## config.mk

```make
export PLATFORM = sky130hd
export DESIGN_NAME = i2c_color_slave_rx
export DESIGN_NICKNAME = d
export VERILOG_FILES = /design/src/rtl/i2c_color_slave_rx.sv
export SDC_FILE = /design/constraint.sdc
export NUM_CORES = 1
export LEC_CHECK = 0
export BUFFER_PORTS_ARGS = -buffer_cell sky130_fd_sc_hd__clkbuf_2
export CAP_MARGIN = 40
export CORE_MARGIN = 10
export CORE_UTILIZATION = 41
export DETAILED_ROUTE_END_ITERATION = 6
export PLACE_DENSITY = 0.61
export SETUP_SLACK_MARGIN = 0.05
export SKIP_LAST_GASP = 1
export SYNTH_ARGS = -nofsm -noshare
export SYNTH_HDL_FRONTEND = slang
export SYNTH_SLANG_ARGS = --single-unit
```

## constraint.sdc

```tcl
create_clock -name clk -period 7.5 [get_ports clk]
set_input_delay 0.375 -clock clk [delete_from_list [all_inputs] [get_ports clk]]
set_output_delay 0.375 -clock clk [all_outputs]
set_load 0.005 [all_outputs]
```

## src/rtl/i2c_color_slave_rx.sv

```systemverilog
// i2c_color_slave_rx: I2C write-only slave that receives a ten-byte color
// sensor frame. It ACKs a matching address and each data byte, and publishes
// five 16-bit channel words (clear, red, green, blue, infrared) together on
// a valid STOP.
// Optional build macro: I2C_SLAVE_GLITCH_FILTER_EN adds a FILTER_LEN-sample
// stability filter on SCL and SDA after the synchronizers.
module i2c_color_slave_rx #(
  parameter int SYNC_STAGES = 2,
  parameter int NUM_BYTES   = 10,
  parameter int FILTER_LEN  = 3
) (
  input  logic        clk,
  input  logic        rst,
  input  logic        scl,
  input  logic        sda_in,
  output logic        sda_oe,
  input  logic [6:0]  own_address,
  input  logic        endian,
  output logic [15:0] clear_data,
  output logic [15:0] red_data,
  output logic [15:0] green_data,
  output logic [15:0] blue_data,
  output logic [15:0] infrared_data,
  output logic        data_valid,
  output logic        bsy,
  output logic        frame_error
);

  localparam int BCW = $clog2(NUM_BYTES + 1);
  localparam logic [BCW-1:0] LAST_CNT = BCW'(NUM_BYTES);

  typedef enum logic [2:0] {
    IDLE     = 3'd0,
    ADDR     = 3'd1,
    ADDR_ACK = 3'd2,
    DATA     = 3'd3,
    DATA_ACK = 3'd4,
    IGNORE   = 3'd5
  } state_t;

  // Builds a channel word from its two staging bytes in arrival order.
  function automatic logic [15:0] map_word(input logic hi_first,
                                           input logic [7:0] first_byte,
                                           input logic [7:0] second_byte);
    if (hi_first) begin
      map_word = {first_byte, second_byte};
    end else begin
      map_word = {second_byte, first_byte};
    end
  endfunction

  logic [SYNC_STAGES-1:0] scl_sync_r, sda_sync_r;
  logic scl_f_s, sda_f_s;
  logic scl_d_r, sda_d_r;
  logic scl_rise_s, scl_fall_s, start_s, stop_s;

  // Input synchronizers; reset to the idle-high bus level so no false event fires.
  always_ff @(posedge clk or posedge rst) begin
    if (rst) begin
      scl_sync_r <= {SYNC_STAGES{1'b1}};
      sda_sync_r <= {SYNC_STAGES{1'b1}};
    end else begin
      scl_sync_r <= {scl_sync_r[SYNC_STAGES-2:0], scl};
      sda_sync_r <= {sda_sync_r[SYNC_STAGES-2:0], sda_in};
    end
  end

`ifdef I2C_SLAVE_GLITCH_FILTER_EN
  logic [FILTER_LEN-2:0] scl_hist_r, sda_hist_r;
  logic [FILTER_LEN-1:0] scl_win_s, sda_win_s;
  logic scl_flt_r, sda_flt_r;

  assign scl_win_s = {scl_hist_r, scl_sync_r[SYNC_STAGES-1]};
  assign sda_win_s = {sda_hist_r, sda_sync_r[SYNC_STAGES-1]};

  // Filtered level follows the input only once the whole window agrees.
  always_comb begin
    scl_f_s = scl_flt_r;
    sda_f_s = sda_flt_r;
    if (&scl_win_s) begin
      scl_f_s = 1'b1;
    end else if (~|scl_win_s) begin
      scl_f_s = 1'b0;
    end else begin
      scl_f_s = scl_flt_r;
    end
    if (&sda_win_s) begin
      sda_f_s = 1'b1;
    end else if (~|sda_win_s) begin
      sda_f_s = 1'b0;
    end else begin
      sda_f_s = sda_flt_r;
    end
  end

  // Sample history and held filter outputs.
  always_ff @(posedge clk or posedge rst) begin
    if (rst) begin
      scl_hist_r <= {(FILTER_LEN-1){1'b1}};
      sda_hist_r <= {(FILTER_LEN-1){1'b1}};
      scl_flt_r  <= 1'b1;
      sda_flt_r  <= 1'b1;
    end else begin
      scl_hist_r <= scl_win_s[FILTER_LEN-2:0];
      sda_hist_r <= sda_win_s[FILTER_LEN-2:0];
      scl_flt_r  <= scl_f_s;
      sda_flt_r  <= sda_f_s;
    end
  end
`else
  assign scl_f_s = scl_sync_r[SYNC_STAGES-1];
  assign sda_f_s = sda_sync_r[SYNC_STAGES-1];
`endif

  // One-flop delayed copy of the conditioned lines for edge detection.
  always_ff @(posedge clk or posedge rst) begin
    if (rst) begin
      scl_d_r <= 1'b1;
      sda_d_r <= 1'b1;
    end else begin
      scl_d_r <= scl_f_s;
      sda_d_r <= sda_f_s;
    end
  end

  assign scl_rise_s = scl_f_s & ~scl_d_r;
  assign scl_fall_s = ~scl_f_s & scl_d_r;
  assign start_s    = scl_f_s & scl_d_r & sda_d_r & ~sda_f_s;
  assign stop_s     = scl_f_s & scl_d_r & ~sda_d_r & sda_f_s;

  state_t         state_r, state_s;
  logic [2:0]     bit_cnt_r, bit_cnt_s;
  logic           byte_full_r, byte_full_s;
  logic [BCW-1:0] byte_cnt_r, byte_cnt_s;
  logic [7:0]     shift_r, shift_s;
  logic           oe_r, oe_s;
  logic           bsy_r, bsy_s;
  logic           ack_done_r, ack_done_s;
  logic           fe_s, load_s, store_s;
  logic           dv_r, fe_r;
  logic [7:0]     staging_r [NUM_BYTES];

  // Protocol state and counters register.
  always_ff @(posedge clk or posedge rst) begin
    if (rst) begin
      state_r     <= IDLE;
      bit_cnt_r   <= 3'd0;
      byte_full_r <= 1'b0;
      byte_cnt_r  <= '0;
      shift_r     <= 8'h00;
      oe_r        <= 1'b0;
      bsy_r       <= 1'b0;
      ack_done_r  <= 1'b0;
      dv_r        <= 1'b0;
      fe_r        <= 1'b0;
    end else begin
      state_r     <= state_s;
      bit_cnt_r   <= bit_cnt_s;
      byte_full_r <= byte_full_s;
      byte_cnt_r  <= byte_cnt_s;
      shift_r     <= shift_s;
      oe_r        <= oe_s;
      bsy_r       <= bsy_s;
      ack_done_r  <= ack_done_s;
      dv_r        <= load_s;
      fe_r        <= fe_s;
    end
  end

  // Next-state logic: STOP first, then START, then per-state bit handling.
  always_comb begin
    state_s     = state_r;
    bit_cnt_s   = bit_cnt_r;
    byte_full_s = byte_full_r;
    byte_cnt_s  = byte_cnt_r;
    shift_s     = shift_r;
    oe_s        = oe_r;
    bsy_s       = bsy_r;
    ack_done_s  = ack_done_r;
    fe_s        = 1'b0;
    load_s      = 1'b0;
    store_s     = 1'b0;
    if (stop_s && (state_r != IDLE)) begin
      // The STOP's own SCL rise shifts a stray bit in DATA; it is harmless.
      if ((state_r == DATA) && (byte_cnt_r == LAST_CNT) && ack_done_r) begin
        load_s = 1'b1;
      end else if (bsy_r) begin
        fe_s = 1'b1;
      end else begin
        fe_s = 1'b0;
      end
      bsy_s   = 1'b0;
      oe_s    = 1'b0;
      state_s = IDLE;
    end else if (start_s) begin
      if ((state_r != IDLE) && bsy_r && (byte_cnt_r != '0)) begin
        fe_s = 1'b1;
      end else begin
        fe_s = 1'b0;
      end
      state_s     = ADDR;
      bit_cnt_s   = 3'd0;
      byte_full_s = 1'b0;
      byte_cnt_s  = '0;
      ack_done_s  = 1'b0;
      oe_s        = 1'b0;
    end else begin
      case (state_r)
        IDLE: begin
          oe_s = 1'b0;
        end
        ADDR, DATA: begin
          if (scl_rise_s) begin
            shift_s = {shift_r[6:0], sda_f_s};
            if (bit_cnt_r == 3'd7) begin
              bit_cnt_s   = 3'd0;
              byte_full_s = 1'b1;
            end else begin
              bit_cnt_s = bit_cnt_r + 3'd1;
            end
          end else if (scl_fall_s && byte_full_r) begin
            byte_full_s = 1'b0;
            if (state_r == ADDR) begin
              if ((shift_r[7:1] == own_address) && (shift_r[0] == 1'b0)) begin
                oe_s    = 1'b1;
                bsy_s   = 1'b1;
                state_s = ADDR_ACK;
              end else begin
                oe_s    = 1'b0;
                bsy_s   = 1'b0;
                state_s = IGNORE;
              end
            end else if (byte_cnt_r == LAST_CNT) begin
              // Overrun byte: NACK by release and abandon the frame.
              fe_s    = 1'b1;
              bsy_s   = 1'b0;
              state_s = IGNORE;
            end else begin
              store_s    = 1'b1;
              byte_cnt_s = byte_cnt_r + BCW'(1);
              oe_s       = 1'b1;
              ack_done_s = 1'b0;
              state_s    = DATA_ACK;
            end
          end else begin
            state_s = state_r;
          end
        end
        ADDR_ACK, DATA_ACK: begin
          if (scl_fall_s) begin
            oe_s       = 1'b0;
            bit_cnt_s  = 3'd0;
            ack_done_s = (state_r == DATA_ACK);
            state_s    = DATA;
          end else begin
            state_s = state_r;
          end
        end
        IGNORE: begin
          oe_s = 1'b0;
        end
        default: begin
          oe_s    = 1'b0;
          bsy_s   = 1'b0;
          state_s = IDLE;
        end
      endcase
    end
  end

  // Byte staging buffer, written at each ACKed data byte.
  always_ff @(posedge clk or posedge rst) begin
    if (rst) begin
      for (int i = 0; i < NUM_BYTES; i++) begin
        staging_r[i] <= 8'h00;
      end
    end else if (store_s) begin
      staging_r[byte_cnt_r] <= shift_r;
    end
  end

  // Atomic update of all five channel words on an accepted STOP.
  always_ff @(posedge clk or posedge rst) begin
    if (rst) begin
      clear_data    <= 16'h0000;
      red_data      <= 16'h0000;
      green_data    <= 16'h0000;
      blue_data     <= 16'h0000;
      infrared_data <= 16'h0000;
    end else if (load_s) begin
      clear_data    <= map_word(endian, staging_r[0], staging_r[1]);
      red_data      <= map_word(endian, staging_r[2], staging_r[3]);
      green_data    <= map_word(endian, staging_r[4], staging_r[5]);
      blue_data     <= map_word(endian, staging_r[6], staging_r[7]);
      infrared_data <= map_word(endian, staging_r[8], staging_r[9]);
    end
  end

  assign sda_oe      = oe_r;
  assign bsy         = bsy_r;
  assign data_valid  = dv_r;
  assign frame_error = fe_r;

endmodule

```

# After elaboration in Yosys (flattened, before gate mapping)

Cells that the tools add are included.

Logic and storage cells: 178
Flip-flop bits (word level): 190
Bits in latches: 0
ROM bits: 0
Memories kept: 0
Bits in writable memories: 0
Output and inout port bits: 84

Div/mod/pow operators: 0
Equality and inequality tests: 28
Shift operators: 0
Multipliers: 0
Reduce and logical (&&, ||, !) cells: 27
Add/subtract/negate cells: 2
Muxes and demuxes: 75
Order comparisons: 2
Bitwise gates (word level): 15

Operators by type and width:

| operator                                             | number |
|---|---|
| bitwise mux 80 bit                                   | 1 |
| 2-to-1 mux 16 bit                                    | 5 |
| 2-to-1 mux 1 bit                                     | 45 |
| 2-to-1 mux 3 bit                                     | 11 |
| demux 8 bit (select 4 bit)                           | 1 |
| 2-to-1 mux 4 bit                                     | 6 |
| != test 3 bit (second input constant)                | 8 |
| AND reduction 4 bit                                  | 5 |
| != test 4 bit (second input constant)                | 4 |
| equality test 3 bit (second input constant)          | 3 |
| case mux 3 bit (3 select lines)                      | 1 |
| nonzero test 3 bit                                   | 3 |
| logical AND 1 bit                                    | 8 |
| 2-to-1 mux 8 bit                                     | 1 |
| AND 1 bit                                            | 7 |
| equality test 7 bit                                  | 1 |
| inverter 1 bit                                       | 7 |
| AND reduction 7 bit                                  | 1 |
| equality test 3 x 2 -> 1 bit (second input constant) | 2 |
| != test 2 x 1 -> 1 bit (second input constant)       | 3 |
| != test 3 x 1 -> 1 bit (second input constant)       | 2 |
| case mux 1 bit (2 select lines)                      | 3 |
| case mux 3 bit (2 select lines)                      | 1 |
| AND reduction 6 bit                                  | 1 |
| other kinds (15)                                     | 19 |

# Logic depth before layout (Yosys ltp)

Gate-level depths: netlist (run 1).

Depth after elaboration: 9
Gate-level depth with buffers: 8
Depth with buffers taken out: 7

# Least setup slack after synthesis (run 1)

Ideal clock, no wire load.

Kind: flip-flop to flip-flop
Start point: register scl_d_r
End point: register staging_r[45] (netlist bit)
Clock period less this slack: 1968 ps
Path slack: 5532 ps
Arrival: 1841 ps
Data required time: 7372 ps
Setup time: 128 ps
Stages on the path, launching flop included: 7
Cell sequence: dfstp_2 -> buf_2 -> nand3b_4 -> or2_4 -> nor3b_4 -> nand2_2 -> mux2_1

Cells in the longest elaborated chain, start to end: 7
Elaborated cells on any way between the ends: 15

Ends and longest elaborated chain:

| item                          | RTL line | text |
|---|---|---|
| start, declared               | 54       | `logic scl_d_r, sda_d_r;` |
| start signal, assigned        | 121      | `scl_d_r <= scl_f_s;` |
| AND 1 bit                     | 127      | `assign scl_fall_s = ~scl_f_s & scl_d_r;` |
| logical AND 1 bit             | 221      | `end else if (scl_fall_s && byte_full_r) begin` |
| 2-to-1 mux 1 bit              | 221      |  |
| 2-to-1 mux 1 bit              | 213      | `if (scl_rise_s) begin` |
| 2-to-1 mux 1 bit              | 208      | `case (state_r)` |
| 2-to-1 mux 1 bit              | 195      | `end else if (start_s) begin` |
| 2-to-1 mux 1 bit *            | 183      | `if (stop_s && (state_r != IDLE)) begin` |
| end signal, assigned by index | 278      | `staging_r[byte_cnt_r] <= shift_r;` |
| end, declared                 | 141      | `logic [7:0] staging_r [NUM_BYTES];` |

Every way passes the cells marked *; elsewhere a longest branch is shown, timed or not.
A chain may end at the register's enable or synchronous reset.

# Worst setup path in the final report (run 1)

Start point: register byte_cnt_r[0]
End point: register infrared_data[4]

Cells in the longest elaborated chain, start to end: 5

Ends and longest elaborated chain:

| item                            | RTL line | text |
|---|---|---|
| start, declared                 | 134      | `logic [BCW-1:0] byte_cnt_r, byte_cnt_s;` |
| start signal, assigned          | 160      | `byte_cnt_r <= byte_cnt_s;` |
| equality test 4 bit             | 185      | `if ((state_r == DATA) && (byte_cnt_r == LAST_CNT) && ack_done_r) begin` |
| logical AND 1 bit (2 in series) | 185      |  |
| 2-to-1 mux 1 bit                | 185      |  |
| 2-to-1 mux 1 bit                | 183      |  |
| end signal, assigned            | 295      | `infrared_data <= map_word(endian, staging_r[8], staging_r[9]);` |
| end, declared                   | 23       | `output logic [15:0] infrared_data,` |

Every way passes these cells.

==> results by group, run 1 <==
Floorplanning
  • Number of top-level pins: 96
  • Initial core utilization: 42.0%
  • Row Count: 51
  • Die Span Y: 162 µm
  • Core footprint: 19700 µm²
  • Overall die area: 26200 µm²
  • Horizontal die dimension: 162 µm

STA
  • Time the final worst path needs with I/O delays and setup: 2870 ps
  • Worst Skew: 9.76 ps
  • Achievable frequency: 349 MHz
  • Final-report max-slew violation count: 0
  • Setup total negative slack: 0 ps
  • Slew of the pin with the lowest slew margin: 875 ps
  • Remaining max-slew budget at the tightest pin: 41.1%
  • Final Setup Violations: 0
  • Fraction of the cycle the final worst path needs: 38.2%
  • Count of final hold-check violations: 0
  • Setup repair after global routing missed its margin: no

Clock network
  • Clock root cell: sky130_fd_sc_hd__clkbuf_16
  • Clock network latency to the later pin of the worst-skew pair: 430 ps
  • Max H-tree Level: 4
  • Clock transition at the registers of the reported paths: 70 ps
  • CTS sink count: 190
  • TritonCTS clock tree: yes
  • CTS Buf Count: 17
  • Max clock buf depth: 2
  • Buffers inserted during post-CTS setup optimization: 0

Pwr
  • Switching power as a share of total power: 27.8%
  • Net switching power: 0.647 mW
  • Leak Pwr: 4.79 nW
  • Worst IR drop on VDD: 155 µV
  • Power share of the clock group: 38.5%
  • Logic pwr share: 9.5%
  • PD cells: 242 nW/µm²
  • Internal power summed over all cells: 1.68 mW
  • Sequential cell fraction of total power: 52.0%

Setup path
  • Data required time of the critical path: 7780 ps
  • Critical-path cell list: inv_1, ha_1, nand3b_1, nor2_1, nand3_2, buf_4, nand2_1, o21ai_0
  • Crit-path max cell delay: 580 ps
  • Crit start category: register
  • Crit-path max FO: 50
  • Standard cell with the maximum stage delay on the critical path: sky130_fd_sc_hd__nand3_2
  • Critical path buffer and inverter count: 2
  • Type of destination of the critical path: register
  • CP Class: register to register
  • Crit-path leading delay family: simple AND/OR/NAND/NOR gates
  • Data arrival time of the critical path: 3150 ps

Synth
  • Syn avg cell area: 12.0 µm²
  • Cell area after technology mapping: 8260 µm²
  • Fraction of the mapped netlist area in compound gates: 7.24%
  • Area share of the largest cell type after synthesis: 55.8%
  • Register area share after synthesis: 57.7%
  • Number of instances in the synthesized netlist: 686
  • Main combinational cell family by area after synthesis: multiplexers
  • YS warnings: 0
  • Synthesized-area fraction occupied by adder cells: 0.909%
  • Yosys top cell by area: sky130_fd_sc_hd__dfrtp_1
  • Post-synthesis register bit count: 190
  • Xor/xnor cell area share of the yosys netlist: 0.955%
  • Synth cell types: 41
  • Share of cell area taken by muxes after synthesis: 22.2%
  • Basic-gate share of the synthesized area counting and, or, nand and nor cells: 8.67%
  • Synthesized Nets: 704
  • Top cells by area, synth: sky130_fd_sc_hd__dfrtp_1 (56%), sky130_fd_sc_hd__mux2_2 (11%), sky130_fd_sc_hd__mux2i_1 (10%)

Detailed routing
  • Detail Route Antenna Nets: 0
  • DRC violations left: 0
  • Via/cell ratio: 5.21
  • Vias after detailed routing: 5454
  • Wire length after detailed routing: 18700 µm
  • Drt first pass iters: 4
  • Amount of wire on met2 after detailed routing: 9250 µm
  • Met3 wire length: 878 µm
  • Met1 wire length: 8220 µm
  • DR iter-0 viols: 458
  • DR WL/cell: 17.8 µm
  • Top Layer Used: met4

Finish
  • Syn-to-layout area delta: 16.5%
  • Final std cell area, no fill: 9620 µm²
  • N_diodes: 0
  • Share of layout cells above drive strength 1: 30.3%
  • Post-layout instance count excluding filler cells: 1047
  • Final Net Count: 787
  • Layout fillers: 1805
  • Final core area utilization: 48.9%

Placed design
  • Total cell area at the placement stage: 9010 µm²
  • Global placement routability congestion: 0.788
  • Cell count after placement: 1012
  • Detail Placement HPWL: 12900 µm
  • Count of input and output buffers: 95

Global route
  • Remaining global-route overflow: 0
  • Wire length of the first global-routing pass: 30700 µm
  • Maximum number of pins on one net before global-route repair: 84
  • Vias in the first global route: 5788
  • Initial antenna violation count: 0
  • Overall track demand over capacity in global routing: 14.7%

Worst hold path
  • Worst min-delay path class: register to register

Job
  • Max-cap check violation count: 0

Outcome
  • Status: completed
-- layout by cell type (no fill, tap or decap), types with 5 or more instances in the layout --
cell type / Yosys / routed
sky130_fd_sc_hd__a21oi_1: 6 / 6
sky130_fd_sc_hd__buf_4: 0 / 6
sky130_fd_sc_hd__clkbuf_16: 0 / 17
sky130_fd_sc_hd__clkbuf_2: 0 / 94
sky130_fd_sc_hd__dfrtp_1: 184 / 184
sky130_fd_sc_hd__dfstp_2: 6 / 6
sky130_fd_sc_hd__ha_1: 6 / 6
sky130_fd_sc_hd__inv_1: 9 / 8
sky130_fd_sc_hd__mux2_1: 5 / 5
sky130_fd_sc_hd__mux2_2: 84 / 84
sky130_fd_sc_hd__mux2i_1: 83 / 83
sky130_fd_sc_hd__nand2_1: 90 / 90
sky130_fd_sc_hd__nand2_2: 6 / 6
sky130_fd_sc_hd__nor2_1: 18 / 18
sky130_fd_sc_hd__o21ai_0: 92 / 92
sky130_fd_sc_hd__xnor2_1: 6 / 6
-- per-layer routing --
metal  vias to the layer above  global-route usage [%]
met1                      2750                    17.7
met4                         0                    5.25
met5                         -                       0
li1                       2566                       -
met2                       120                    24.7
met3                        18                    4.07
-- worst register-to-register path: cells and delay by family, from the launching register on --
kind / cells / cell delay (ps)
flops: 1 / 440
buf+inv: 2 / 640
compound gates: 1 / 110
fa+ha+maj: 1 / 300
simple gates: 4 / 1230
-- worst paths after layout --
path,startpoint,to,slack (ps),depth (start not counted)
max,byte_cnt_r[0],infrared_data[4],4630,8
max reg2reg,byte_cnt_r[0],infrared_data[4],4630,8
max in group asynchronous,rst,staging_r[29],5560,6
min,sda_sync_r[0],sda_sync_r[1],360,0
min reg2reg,sda_sync_r[0],sda_sync_r[1],360,0
min in group asynchronous,rst,clear_data[5],440,3
-- power groups by stage --
stage	Combinational, mW	Sequential, mW	Clock (mW)
global placement	0.211	1.22	0
detailed placement	0.220	1.23	0
floorplan	0.232	1.12	0
CTS	0.223	1.21	0.910
finish	0.221	1.21	0.894
global route	0.251	1.22	0.952
-- cell usage after synthesis --
library cell	n
sky130_fd_sc_hd__mux2_2	84
sky130_fd_sc_hd__nand2b_1	4
sky130_fd_sc_hd__a21o_1	2
sky130_fd_sc_hd__and4b_1	2
sky130_fd_sc_hd__a211o_1	1
sky130_fd_sc_hd__nand2_1	90
sky130_fd_sc_hd__nor4_1	1
sky130_fd_sc_hd__nand2_2	6
sky130_fd_sc_hd__o32ai_1	2
sky130_fd_sc_hd__nand3b_1	3
sky130_fd_sc_hd__nand4b_1	3
sky130_fd_sc_hd__inv_1	9
sky130_fd_sc_hd__and3b_1	1
sky130_fd_sc_hd__ha_1	6
sky130_fd_sc_hd__a22oi_1	3
sky130_fd_sc_hd__mux2_1	5
sky130_fd_sc_hd__xor2_1	3
sky130_fd_sc_hd__nor2b_1	4
sky130_fd_sc_hd__nand3b_4	1
sky130_fd_sc_hd__nor3_1	3
sky130_fd_sc_hd__dfrtp_1	184
sky130_fd_sc_hd__nor3b_1	2
sky130_fd_sc_hd__clkbuf_1	37
sky130_fd_sc_hd__a211oi_1	1
sky130_fd_sc_hd__or2_4	1
sky130_fd_sc_hd__o22a_1	1
sky130_fd_sc_hd__nand4_1	1
sky130_fd_sc_hd__mux2i_1	83
sky130_fd_sc_hd__xnor2_1	6
sky130_fd_sc_hd__nor4b_4	1
sky130_fd_sc_hd__a21oi_1	6
sky130_fd_sc_hd__nor3_2	1
sky130_fd_sc_hd__dfstp_2	6
sky130_fd_sc_hd__a311oi_1	1
sky130_fd_sc_hd__or3_1	1
sky130_fd_sc_hd__a31oi_1	3
sky130_fd_sc_hd__buf_2	4
sky130_fd_sc_hd__nor2_1	18
sky130_fd_sc_hd__nor3b_4	1
sky130_fd_sc_hd__nand3_1	3
sky130_fd_sc_hd__o21ai_0	92
-- repair_timing --
item                                   in CTS  in global routing
endpoints found under the hold margin      28                  0
hold buffers                                3                  0
gates resized for setup                     0                  0
-- logic make-up after synthesis --
| kind of cell | count (synthesis) |
|---|---|
| AOI/OAI and AO/OA | 112 |
| buffers and inverters | 50 |
| xor gates and xnor gates | 9 |
| adders and majority gates | 6 |
| muxes | 172 |
| DFF | 190 |
| and+or+nand+nor | 147 |
-- flip-flops by register name, indices dropped and copies added, names as in the netlist, 2 cells and up --
name / flops
infrared_data: 16
staging_r: 80
green_data: 16
sda_sync_r: 2
shift_r: 8
red_data: 16
bit_cnt_r: 3
scl_sync_r: 2
byte_cnt_r: 4
clear_data: 16
blue_data: 16
state_r: 3
-- layout make-up --
type                       instances  area [µm²]  share of cell area, %
clock buffer                      19         443                   4.60
clock inverter                    13         140                   1.46
inverter                           9        38.8                  0.403
timing repair buffer             105         593                   6.17
multi-input combinational        446        3310                   34.4
tap                              265         332                   3.45
sequential                       190        4760                   49.5
-- stage by stage --
step                      setup WS [ps]  power, mW  hold slack, ps
after detailed placement           4640       1.45             343
after global routing               4370       2.43             363
after CTS                          4640       2.35             358
after floorplan                    1960       1.35             345
final                              4630       2.32             358
after global placement             4860       1.43             346
No activity file was read; power rests on OpenSTA's default activity.
==> inputs of run 2 (changes only) <==
--- a/config.mk
+++ b/config.mk
@@ -5,6 +5,7 @@
 export SDC_FILE = /design/constraint.sdc
 export NUM_CORES = 1
 export LEC_CHECK = 0
+export ABC_AREA = 1
 export BUFFER_PORTS_ARGS = -buffer_cell sky130_fd_sc_hd__clkbuf_2
 export CAP_MARGIN = 40
 export CORE_MARGIN = 10
==> constraint.sdc (replaced) <==
create_clock -name clk -period 2.7 [get_ports clk]
set_input_delay 0.135 -clock clk [delete_from_list [all_inputs] [get_ports clk]]
set_output_delay 0.135 -clock clk [all_outputs]
set_load 0.005 [all_outputs]
==> run 2 against run 1 <==
Net effect: utilization is 0.061 points lower; routed wire length rose by 2.3%; synthesized cell count grew 45%; critical path type unchanged; sequential share of layout area is 1.7 points lower.
==> results by group, run 2 <==
STA
  • Achievable frequency: 460 MHz (+32%)
  • Fraction of the cycle the final worst path needs: 80.5% (+42 points)
  • Count of final hold-check violations: 0 (unchanged)
  • Remaining max-slew budget at the tightest pin: 39.8% (-1.4 points)
  • Setup total negative slack: 0 ps (unchanged)
  • Setup repair after global routing missed its margin: no
  • Crit path setup slack, layout: 526 ps (-4110 ps)
  • Final Setup Violations: 0 (unchanged)
  • Worst Skew: 9.78 ps (+0.0127 ps)
  • Slew of the pin with the lowest slew margin: 903 ps (+28.5 ps)
  • Final-report max-slew violation count: 0 (unchanged)
  • Time the final worst path needs with I/O delays and setup: 2170 ps (-691 ps)
  • Tightest hold margin: 160 ps (-198 ps)

Job
  • Max-cap check violation count: 0 (unchanged)

Setup path
  • Crit-path max FO: 46 (-8.0%)
  • FF-to-FF End: infrared_data[5]
  • CP Class: register to register
  • Data arrival time of the critical path: 2520 ps (-630 ps)
  • Source of the critical timing path: byte_cnt_r[0]
  • Data required time of the critical path: 3050 ps (-4730 ps)
  • Worst-case register-to-register setup slack: 530 ps (-4110 ps)
  • Origin of the critical flop-to-flop path: byte_cnt_r[0]
  • Setup crit end: infrared_data[5]
  • Crit start category: register
  • Standard cell with the maximum stage delay on the critical path: sky130_fd_sc_hd__nor3_4
  • Type of destination of the critical path: register
  • Crit-path max cell delay: 560 ps (-20 ps)
  • Cell count of the worst reg-to-reg path: 7 (-1)
  • Critical-path cell list: inv_1, ha_1, nand3_2, nor3_4, buf_12, nor2_1, a21oi_1

Clock network
  • Clock network latency to the later pin of the worst-skew pair: 430 ps (about the same)
  • Clock transition at the registers of the reported paths: 70 ps (about the same)
  • Max clock buf depth: 2 (unchanged)
  • Number of instances resized during post-cts repair: 0 (unchanged)
  • CTS Buf Count: 17 (unchanged)
  • TritonCTS clock tree: yes
  • CTS sink count: 190 (unchanged)
  • Clock root cell: sky130_fd_sc_hd__clkbuf_16
  • Max H-tree Level: 4 (unchanged)

Floorplanning
  • Die Span Y: 164 µm (+1.4%)
  • Core footprint: 20400 µm² (+3.6%)
  • Row Count: 52 (+2.0%)
  • Number of top-level pins: 96 (unchanged)
  • Horizontal die dimension: 164 µm (+1.4%)
  • Overall die area: 26900 µm² (+2.8%)
  • Initial core utilization: 41.8% (-0.18 points)

Detailed routing
  • Met1 wire length: 8970 µm (+9.1%)
  • Detail Route Antenna Nets: 0 (unchanged)
  • Via/cell ratio: 4.88 (-6.3%)
  • DR WL/cell: 14.1 µm (-21%)
  • Met3 wire length: 1030 µm (+17%)
  • DRC violations left: 0 (unchanged)
  • Wire length after detailed routing: 19100 µm (+2.3%)
  • Top Layer Used: met4
  • Drt first pass iters: 5 (+1)
  • Vias after detailed routing: 6608 (+21%)
  • DR iter-0 viols: 505 (+10%)
  • Amount of wire on met2 after detailed routing: 8890 µm (-3.9%)

Synth
  • Yosys top cell by area: sky130_fd_sc_hd__dfrtp_1
  • YS warnings: 0 (unchanged)
  • Synthesized Nets: 1012 (+44%)
  • Most frequently used cell type in the post-synthesis netlist: sky130_fd_sc_hd__nand2_1
  • Number of enable flip-flop cells after synthesis: 0 (unchanged)
  • Share of cell area taken by muxes after synthesis: 0% (-22 points)
  • Synth cell types: 30 (-27%)
  • Proportion of synthesized flip-flops having asynchronous set or reset: 100% (unchanged)
  • Cell area after technology mapping: 8520 µm² (+3.2%)
  • Basic-gate share of the synthesized area counting and, or, nand and nor cells: 20.1% (+11 points)
  • Top cells by area, synth: sky130_fd_sc_hd__dfrtp_1 (54%), sky130_fd_sc_hd__nand2_1 (8.9%), sky130_fd_sc_hd__a21oi_1 (7.2%)
  • Fraction of the mapped netlist area in compound gates: 16.3% (+9.1 points)
  • Area share of the largest cell type after synthesis: 54.1% (-1.7 points)
  • Xor/xnor cell area share of the yosys netlist: 0.308% (-0.65 points)
  • Syn avg cell area: 8.57 µm² (-29%)
  • Number of instances in the synthesized netlist: 994 (+45%)
  • Synthesized-area fraction occupied by adder cells: 0.881% (-0.028 points)
  • Post-synthesis register bit count: 190 (unchanged)
  • Commonest register cell after synthesis: sky130_fd_sc_hd__dfrtp_1
  • Register area share after synthesis: 55.9% (-1.8 points)
  • Main combinational cell family by area after synthesis: simple AND/OR/NAND/NOR gates
  • Most instantiated cells after synthesis: sky130_fd_sc_hd__nand2_1 (201), sky130_fd_sc_hd__dfrtp_1 (184), sky130_fd_sc_hd__nor2_1 (147)

Pwr
  • Power share of the clock group: 40.9% (+2.4 points)
  • Net switching power: 1.83 mW (+180%)
  • Internal power summed over all cells: 4.86 mW (+190%)
  • Logic pwr share: 14.0% (+4.5 points)
  • Leak Pwr: 4.33 nW (-9.5%)
  • Total power draw: 6.68 mW (+190%)
  • PD cells: 671 nW/µm² (+180%)
  • Sequential cell fraction of total power: 45.1% (-6.9 points)
  • Worst IR drop on VDD: 406 µV (+160%)
  • Switching power as a share of total power: 27.4% (-0.48 points)

Outcome
  • Status: completed

Placed design
  • Detail Placement HPWL: 13000 µm (+0.86%)
  • Worst setup timing slack at the placement stage: 519 ps (-4120 ps)
  • Count of input and output buffers: 95 (unchanged)
  • Total cell area at the placement stage: 9280 µm² (+3.0%)
  • Global placement routability congestion: 0.850 (+7.8%)

Finish
  • Max reg flops: 80 (unchanged)
  • Most common cell after layout, fill and taps aside: sky130_fd_sc_hd__nand2_1
  • N_diodes: 0 (unchanged)
  • Layout fillers: 1978 (+9.6%)
  • Final std cell area, no fill: 9950 µm² (+3.5%)
  • Footprint of the flip-flops and latches: 4760 µm² (unchanged)
  • Syn-to-layout area delta: 16.9%
  • Largest register by flop count: staging_r
  • Area of the multi-input gates: 3210 µm² (-3.2%)
  • Top library cells by usage in the layout, fill and taps aside: sky130_fd_sc_hd__nand2_1 (201), sky130_fd_sc_hd__dfrtp_1 (184), sky130_fd_sc_hd__nor2_1 (147)
  • Final Net Count: 1089 (+38%)
  • Share of layout cells above drive strength 1: 16.7% (-14 points)

Global route
  • Wire length of the first global-routing pass: 31800 µm (+3.6%)
  • Overall track demand over capacity in global routing: 14.6% (-0.096 points)
  • Maximum number of pins on one net before global-route repair: 161 (+92%)
  • Remaining global-route overflow: 0 (unchanged)
  • Vias in the first global route: 6159 (+6.4%)
  • Initial antenna violation count: 0 (unchanged)

Worst hold path
  • Worst min-delay path class: primary input to register
  • Worst Hold Depth: 6 (+6)
==> run 2: cell types whose count changed after synthesis, moves of 69 or more <==
cell,change
sky130_fd_sc_hd__a21oi_1,+117
sky130_fd_sc_hd__nor2_1,+129
sky130_fd_sc_hd__o21ai_1,+69
sky130_fd_sc_hd__mux2i_1,-83
sky130_fd_sc_hd__mux2_2,-84
sky130_fd_sc_hd__nand2_1,+111
==> run 2: logic make-up after synthesis <==
| kind of cell | count (synthesis) |
|---|---|
| AO/OA/AOI/OAI | 268 |
| buffers and inverters | 133 |
| adder cells (fa/ha/maj) | 6 |
| flip-flops | 190 |
| AND/OR/NAND/NOR | 394 |
| XOR/XNOR | 3 |
==> run 2: how the worst min path moves through the flow <==
stage | from | endpoint | slack (ps)
finish | own_address[4] | bsy | 160
global route | own_address[4] | bsy | 190
CTS | own_address[4] | bsy | 150
detailed placement | scl | scl_sync_r[0] | 220
global placement | scl | scl_sync_r[0] | 220
floorplan | scl | scl_sync_r[0] | 140
==> run 2: cell type report <==
| class | instances | share of cell area, % |
|---|---|---|
| Sequential cell | 190 | 47.8 |
| Tap cell | 270 | 3.39 |
| Timing Repair Buffer | 115 | 7.14 |
| Clock buffer | 21 | 4.73 |
| Clock inverter | 11 | 1.80 |
| Multi-Input combinational cell | 671 | 32.2 |
| Inverter | 76 | 2.90 |
==> run 2: timing repair <==
item / in CTS / in global routing
setup buffers: 0 / 0
hold endpoints to repair: 32 / 0
hold buffers: 3 / 0
==> run 2: power by group through the flow <==
stage | combinational (mW) | sequential (mW) | clock (mW)
2_1_floorplan | 0.679 | 3.05 | 0
3_3_place_gp | 0.931 | 3.06 | 0
3_5_place_dp | 0.937 | 3.07 | 0
4_1_cts | 0.944 | 3.01 | 2.80
5_1_grt | 1.07 | 3.02 | 2.93
6_report | 0.934 | 3.01 | 2.74
==> run 2: per-stage QoR <==
stage / std cells / util, %
floorplan: 994 / -
global placement: 1319 / 45.5
detailed placement: 1319 / 45.5
CTS: 1354 / 48.9
global route: 1354 / 48.9
finish: 1354 / 48.9
==> run 2: critical path: cells and delay by family (launching register included) <==
kind / cells / cell delay, ps
buf+inv: 2 / 400
compound gates: 1 / 120
flops: 1 / 410
simple gates: 3 / 830
fa+ha+maj: 1 / 310
==> run 2: per-layer routing <==
layer / up-vias / global-route usage [%]
met5: - / 0
li1: 3405 / -
met2: 123 / 22.9
met4: 0 / 3.94
met1: 3069 / 19.7
met3: 11 / 3.68
